$ cat src/rtl/riscv_pkg.sv
`default_nettype none
// ============================================================================
//  Package     : riscv_pkg
//  Description : Shared types and constants for the fetch stage and the
//                branch unit: fetch FSM state encoding, NOP encoding,
//                BrOp codes and a PC increment helper.
//  Revision    : 1.0  initial release
// ============================================================================
package riscv_pkg;

    // Fetch FSM states, explicit 2-bit encoding
    typedef enum logic [1:0] {
        S_RESET = 2'd0,
        S_REQ   = 2'd1,
        S_WAIT  = 2'd2,
        S_HOLD  = 2'd3
    } fetch_state_t;

    // addi x0, x0, 0 -- presented to decode before the first real fetch
    localparam logic [31:0] NOP_INSTR = 32'h0000_0013;

    // Sequential instruction stride in bytes
    localparam logic [31:0] c_pc_step = 32'd4;

    // Branch operation codes shared with the branch unit
    localparam logic [2:0] c_brop_none = 3'd0;
    localparam logic [2:0] c_brop_beq  = 3'd1;
    localparam logic [2:0] c_brop_bne  = 3'd2;
    localparam logic [2:0] c_brop_blt  = 3'd3;
    localparam logic [2:0] c_brop_bge  = 3'd4;
    localparam logic [2:0] c_brop_bltu = 3'd5;
    localparam logic [2:0] c_brop_bgeu = 3'd6;
    localparam logic [2:0] c_brop_jump = 3'd7;

    // Sequential successor of a PC; wraps modulo 2^32
    function automatic logic [31:0] pc_plus4(input logic [31:0] pc);
        return pc + c_pc_step;
    endfunction

endpackage : riscv_pkg
`default_nettype wire

$ cat src/rtl/fetch_pc_unit_pc_next_sel.sv
`default_nettype none
// ============================================================================
//  Module      : pc_next_sel
//  Description : Combinational next-PC selection. Not taken -> PC+4;
//                taken -> ALU target with low bits cleared. When
//                FETCH_MISALIGN_TRAP_EN is defined, a taken target with
//                bit 1 set redirects to TRAP_VEC and raises o_misalign.
//  Revision    : 1.0  initial release
// ============================================================================
module pc_next_sel
    import riscv_pkg::*;
#(
    parameter logic [31:0] TRAP_VEC = 32'h0000_0100
) (
    input  logic [31:0] i_pc,
    input  logic [31:0] i_alu_res,
    input  logic        i_next_pc_src,
    output logic [31:0] o_next_pc,
    output logic        o_misalign
);

`ifdef FETCH_MISALIGN_TRAP_EN
    localparam logic c_trap_en = 1'b1;
`else
    localparam logic c_trap_en = 1'b0;
`endif

    logic [31:0] w_seq_pc;
    logic [31:0] w_taken_pc;
    logic        w_target_misaligned;
    logic        w_unused_alu_lsb;

    // Bit 0 is always discarded (JALR semantics), so it never reaches the PC
    assign w_unused_alu_lsb = i_alu_res[0];

    assign w_seq_pc            = pc_plus4(i_pc);
    assign w_target_misaligned = c_trap_en & i_alu_res[1];

    // Taken-target formation: trap redirect, half-aligned keep, or word-align
    always_comb begin
        w_taken_pc = {i_alu_res[31:2], 2'b00};
        if (w_target_misaligned) begin
            w_taken_pc = TRAP_VEC;
        end else if (c_trap_en) begin
            w_taken_pc = {i_alu_res[31:1], 1'b0};
        end
    end

    // Final mux between sequential and taken paths
    always_comb begin
        o_next_pc  = w_seq_pc;
        o_misalign = 1'b0;
        if (i_next_pc_src) begin
            o_next_pc  = w_taken_pc;
            o_misalign = w_target_misaligned;
        end
    end

endmodule : pc_next_sel
`default_nettype wire

$ cat src/rtl/fetch_pc_unit.sv
`default_nettype none
// ============================================================================
//  Module      : fetch_pc_unit
//  Description : Program counter and instruction fetch stage. Issues a
//                req/ready request to instruction memory, waits for the
//                valid response, holds the instruction for decode and
//                advances the PC on decode acknowledge (unless stalled).
//                Optional feature macro: FETCH_MISALIGN_TRAP_EN enables the
//                misaligned-target trap redirect and MisalignTrap pulse.
//  Revision    : 1.0  initial release
// ============================================================================
module fetch_pc_unit
    import riscv_pkg::*;
#(
    parameter logic [31:0] RESET_PC = 32'h0000_0000,
    parameter logic [31:0] TRAP_VEC = 32'h0000_0100
) (
    input  logic        clk,
    input  logic        rst,
    input  logic        NextPCSrc,
    input  logic [31:0] ALURes,
    input  logic        Stall,
    input  logic        InstrAck,
    input  logic        IMemReady,
    input  logic        IMemValid,
    input  logic [31:0] IMemRData,
    output logic        IMemReq,
    output logic [31:0] IMemAddr,
    output logic [31:0] Instr,
    output logic        InstrValid,
    output logic [31:0] PC,
    output logic [31:0] PCPlus4,
    output logic        MisalignTrap
);

    fetch_state_t r_state;
    logic [31:0]  r_pc;
    logic [31:0]  r_instr;
    logic         r_instr_valid;
    logic         r_imem_req;

    logic         w_accept;
    logic [31:0]  w_next_pc;
    logic         w_misalign;

    // Decode takes the held instruction only when no hazard hold is active
    assign w_accept = (r_state == S_HOLD) & InstrAck & ~Stall;

    pc_next_sel #(
        .TRAP_VEC      (TRAP_VEC)
    ) u_pc_next_sel (
        .i_pc          (r_pc),
        .i_alu_res     (ALURes),
        .i_next_pc_src (NextPCSrc),
        .o_next_pc     (w_next_pc),
        .o_misalign    (w_misalign)
    );

    // Fetch FSM with registered request, instruction and PC
    always_ff @(posedge clk) begin
        if (rst) begin
            r_state       <= S_RESET;
            r_pc          <= RESET_PC;
            r_instr       <= NOP_INSTR;
            r_instr_valid <= 1'b0;
            r_imem_req    <= 1'b0;
        end else begin
            case (r_state)
                S_RESET: begin
                    r_state    <= S_REQ;
                    r_imem_req <= 1'b1;
                end
                S_REQ: begin
                    // A response in the same cycle as ready is not ours yet
                    if (IMemReady) begin
                        r_state    <= S_WAIT;
                        r_imem_req <= 1'b0;
                    end
                end
                S_WAIT: begin
                    if (IMemValid) begin
                        r_instr       <= IMemRData;
                        r_instr_valid <= 1'b1;
                        r_state       <= S_HOLD;
                    end
                end
                S_HOLD: begin
                    if (w_accept) begin
                        r_pc          <= w_next_pc;
                        r_instr_valid <= 1'b0;
                        r_imem_req    <= 1'b1;
                        r_state       <= S_REQ;
                    end
                end
                default: begin
                    r_state    <= S_RESET;
                    r_imem_req <= 1'b0;
                end
            endcase
        end
    end

`ifdef FETCH_MISALIGN_TRAP_EN
    logic r_misalign_trap;

    // One-cycle trap pulse following an accepted misaligned redirect
    always_ff @(posedge clk) begin
        if (rst) begin
            r_misalign_trap <= 1'b0;
        end else begin
            r_misalign_trap <= w_accept & w_misalign;
        end
    end

    assign MisalignTrap = r_misalign_trap;
`else
    logic w_unused_misalign;

    assign w_unused_misalign = w_misalign;
    assign MisalignTrap      = 1'b0;
`endif

    assign IMemReq    = r_imem_req;
    assign IMemAddr   = r_pc;
    assign Instr      = r_instr;
    assign InstrValid = r_instr_valid;
    assign PC         = r_pc;
    assign PCPlus4    = pc_plus4(r_pc);

endmodule : fetch_pc_unit
`default_nettype wire

$ cat config.mk
export PLATFORM = sky130hd
export DESIGN_NAME = fetch_pc_unit
export DESIGN_NICKNAME = d
export VERILOG_FILES = /design/src/rtl/riscv_pkg.sv /design/src/rtl/fetch_pc_unit_pc_next_sel.sv /design/src/rtl/fetch_pc_unit.sv
export SDC_FILE = /design/constraint.sdc
export NUM_CORES = 1
export LEC_CHECK = 0
export CORE_ASPECT_RATIO = 0.5
export CORE_MARGIN = 4
export CORE_UTILIZATION = 42
export CTS_CLUSTER_DIAMETER = 100
export DETAILED_ROUTE_END_ITERATION = 12
export PLACE_DENSITY = 0.83
export SYNTH_ARGS = -nofsm -noshare
export SYNTH_HDL_FRONTEND = slang
export SYNTH_SLANG_ARGS = --single-unit
$ cat constraint.sdc
create_clock -name clk -period 2.3 [get_ports clk]
set_clock_uncertainty 0.2 [all_clocks]
set_input_delay 0.345 -clock clk [delete_from_list [all_inputs] [get_ports clk]]
set_output_delay 0.345 -clock clk [all_outputs]
set_load 0.02 [all_outputs]
* Yosys cells after proc, flatten, opt, wreduce, memory -nomap -nowiden
Cells that the tools add are included.
W data, S select, Z words.
** Word-level totals
- Flip-flop bits (word level) :: 68
- Bits of input ports :: 71
- Output and inout bits :: 131
- Logic and storage cells :: 34
** Cells by class
- Add/sub/neg operators :: 1
- Equal/unequal tests :: 6
- Multiplexer cells :: 11
- Bitwise logic cells :: 3
- Reduce and logical (&&, ||, !) cells :: 8
** Operators by type and width (count)
- $add A32 B3 Y32 const B :: 1
- $mux W32 :: 1
- $reduce_and A3 Y1 :: 3
- $pmux W2 S4 :: 1
- $mux W2 :: 3
- $ne A2 B2 Y1 const B :: 3
- $eq A2 B2 Y1 const B :: 2
- $mux W1 :: 4
- $reduce_and A2 Y1 :: 2
- $pmux W1 S3 :: 1
- $reduce_bool A3 Y1 :: 1
- $and A1 B1 Y1 :: 2
- $eq A2 B1 Y1 const B :: 1
- $logic_not A2 Y1 :: 1
- $pmux W1 S2 :: 1
- $reduce_bool A2 Y1 :: 1
- $not A1 Y1 :: 1

* Logic depth before layout (Yosys ltp)
- Depth in word-level cells :: 5
- Mapped depth :: 7
- Depth with buffers taken out :: 6

* Cells and area by module
From an unflattened synthesis, not the netlist that was laid out.
** Second synthesis, totals
- Cells, all modules :: 602
- Area total of the unflattened synthesis :: 4324.1 sq um
** By module, submodules not included
- fetch_pc_unit :: instances 1, cells an instance 425, area each 3291.9 sq um, seq. area each 1361.3 sq um
- pc_next_sel :: instances 1, cells an instance 177, area each 1032.2 sq um, seq. area each 0.0 sq um

* Worst setup path before layout
No wires, ideal clock.
- Path type :: reg-to-output
- Start :: register r_pc[2], in the netlist IMemAddr[2]
- End :: output port PCPlus4[28]
- Data arrival time :: 2.042 ns
- Data required time :: 1.755 ns
- Path slack :: -0.287 ns
- Cell stages (with the launch flop) :: 6
- Path buffers :: 0
- Path through :: dfxtp_1 ha_1 and4_4 nand4_2 or3_4 xnor2_1
** On the way
- Word-level cells in the longest chain between the ends :: 1
** Ends and longest elaborated chain
- start: declaration :: line fetch_pc_unit.sv:37 : logic [31:0] r_pc;
- start signal: assignment :: line fetch_pc_unit.sv:89 : r_pc <= w_next_pc;
- $add A32 B3 Y32 :: line riscv_pkg.sv:37 : return pc + c_pc_step;
- end: declaration :: line fetch_pc_unit.sv:32 : output logic [31:0] PCPlus4,
Every way passes these cells.

* Final worst setup path
- Start :: register r_pc[17], in the netlist IMemAddr[17]
- End :: output port PCPlus4[27]
Same word-level chain as after synthesis.

==> results.json <==
{
  "ys_ff_latch": 66,
  "worstPathArrival_ns": 1.95,
  "worstPathCellList": "and4_4, nand4_4, or3_4, xnor2_2, buf_4",
  "mostFrequentLayoutCells": "clkdlybuf4s50_1 (162), buf_4 (131), nand2_1 (99), a21oi_1 (49), dfxtp_1 (47)",
  "area_growth_pct": 79.28,
  "drive_gt1_share_pct": 30.76,
  "grt.overflow.total": 0,
  "finalHoldViolCount": 0,
  "maxCapViolations": 0,
  "slowest_stage": "or3_4",
  "antennaDiodeCount": 0,
  "grt_start_max_net_pins": 38,
  "drcViolationCount": 0,
  "power.leakage_nw": 3.090,
  "synth-async-reset-ratio_pct": 0,
  "fillers": 577,
  "core_um2": 9572,
  "clk_pin_slew_ns": 0.07,
  "relSlewSlack_pct": 61.17,
  "clk_latency_ns": 0.35,
  "syn_area_per_cell_um2": 7.577,
  "postPlaceCellArea_um2": 6745,
  "yosysUniqueCellTypes": 66,
  "setup_viol": 21,
  "m1WireLength_um": 7008,
  "nets": 887,
  "root_buffer": "clkbuf_16",
  "rows": 25,
  "drt_iter0_drc": 782,
  "critPathCaptureType": "output pin",
  "final_common_cell": "clkdlybuf4s50_1",
  "via_per_inst": 5.991,
  "clock_path_buffers": 2,
  "multi_input_area_um2": 2726,
  "final_max_slew_viol_count": 0,
  "worstMarginPinSlew_ns": 0.5818,
  "synth_cells": 553,
  "routed_wl_um": 19960,
  "synthesis.area_um2": 4190,
  "crit_fanout": 3,
  "htree_levels": 3,
  "rsz0062_at_grt": "yes",
  "synth_edf_count": 0,
  "powerDensity_nw_per_um2": 545.3,
  "grt_usage_pct": 30.62,
  "maxUsedRoutingLayer": "met4",
  "dpl.hpwl_um": 11570,
  "grt_pass1_vias": 5509,
  "outcome": "finished, violations left",
  "violations": "negative setup slack",
  "clock_sink_count": 66,
  "seqCellArea_um2": 1355,
  "power.total_w": 0.004096,
  "wl_per_cell_um": 20.99,
  "die_x_um": 149.3,
  "initial_core_util_pct": 43.78,
  "port_buffers": 192,
  "max_stage_delay_ns": 0.42,
  "fp.dieArea_um2": 11740,
  "wl_met2_um": 9168,
  "ant_nets": 0,
  "hold_path.class": "input port to flop",
  "post-route-period-util_pct": 108.3,
  "critical_path_class": "flop to output pin",
  "cp_data_required_time_ns": 1.75,
  "fmax_mhz": 401.4,
  "design_area_um2": 7512,
  "grt_pass1_wl_um": 28680,
  "cts_made_buffers": 9,
  "antenna_found_initial": 0,
  "via_count": 5697,
  "wl_met3_um": 2581,
  "die_h_um": 78.63,
  "ys_seq_area_share_pct": 31.53,
  "peakVddDrop_mv": 0.4270,
  "period_minus_slack_ns": 2.492,
  "gp_congestion": 0.9196,
  "drtPass1Iterations": 8,
  "fin_util_pct": 78.48,
  "start_kind": "flop",
  "cts_tree": "built",
  "floorplan.io_pins": 202,
  "ys_warn_count": 0,
  "setup_ws_ns": -0.1916,
  "ys.flop_type": "dfxtp_1"
}
==> registers in the layout, summed over array words and instances (netlist names) <==
signal      cells
Instr          32
IMemAddr       30
r_state         2
IMemReq         1
InstrValid      1
==> worst paths after layout <==
path | cells after the start | slack, ns | start | end
max | 5 | -0.19 | IMemAddr[17]$_SDFFE_PP0P_ | PCPlus4[27]
min | 3 | 0.22 | rst | IMemAddr[3]$_SDFFE_PP0P_
max reg2reg | 8 | 0.03 | IMemAddr[2]$_SDFFE_PP0P_ | IMemAddr[28]$_SDFFE_PP0P_
min reg2reg | 2 | 0.25 | Instr[18]$_SDFFE_PP0P_ | Instr[18]$_SDFFE_PP0P_
==> metal layers <==
layer	global-route usage, %	up-vias
met4	15.89	0
met1	33.83	2629
li1	-	2437
met3	11.42	132
met5	0	-
met2	51.83	499
==> timing repair <==
| item | CTS | global route |
|---|---|---|
| hold buffers | 0 | 0 |
| setup endpoints to repair | 28 | 28 |
| gates resized for setup | 178 | 29 |
| cloned | 1 | 0 |
| pin swaps | 35 | 23 |
| setup buffers | 17 | 9 |
==> kinds of logic (layout without fill, tap and decap cells) <==
logic type	count (synthesis)	in the layout	synth area share [%]
compound gates	121	121	18.78
xor+xnor	28	28	5.852
fa+ha+maj	5	5	1.493
buf+inv	93	350	12.45
flops	66	66	31.53
mux	1	1	0.2389
other cells	1	7	0.08949
simple gates	238	238	29.56
==> cells in the mapped netlist, drive strengths merged, types with 12 or more instances <==
| cell | number | area share (%) |
|---|---|---|
| a21oi | 49 | 5.9 |
| buf | 56 | 9.1 |
| clkbuf | 25 | 2.3 |
| dfxtp | 66 | 32 |
| inv | 12 | 1.1 |
| nand2 | 102 | 9.1 |
| nand3 | 27 | 3.3 |
| nand4 | 14 | 3.0 |
| nor2 | 19 | 1.7 |
| nor3 | 19 | 2.3 |
| o21ai | 15 | 1.8 |
| xnor2 | 17 | 3.6 |
==> cell type report <==
type | instances | area share (%)
Timing Repair Buffer | 322 | 38.92
Multi-Input combinational cell | 400 | 36.29
Sequential cell | 66 | 18.04
Clock buffer | 9 | 2.998
Tap cell | 135 | 2.249
Clock inverter | 7 | 0.8994
Inverter | 12 | 0.5996
==> power by group <==
part | switching [W] | total (W) | internal (W)
Sequential | 0.000102 | 0.00136 | 0.00126
Clock | 0.000593 | 0.00143 | 0.000839
Combinational | 0.000709 | 0.00130 | 0.000595
==> worst max-delay path: cells and delay by family (launching register included) <==
family	cells	cell delay, ns
buf+inv	1	0.18
simple gates	3	0.84
xor+xnor	1	0.21
flops	1	0.37
==> stage by stage <==
step                      instances  hold WS [ns]  TNS (ns)  worst slack (ns)
final                           951        0.2188    -2.219           -0.1916
after global placement          910        0.2403    -4.008           -0.2552
after detailed placement        910        0.2455    -4.891           -0.3182
after CTS                       944        0.2025   -0.6295           -0.1455
after global routing            951        0.2211    -3.144           -0.2414
after floorplan                 559        0.2693         0         0.0005003
Power figures use the tool's default switching activity.
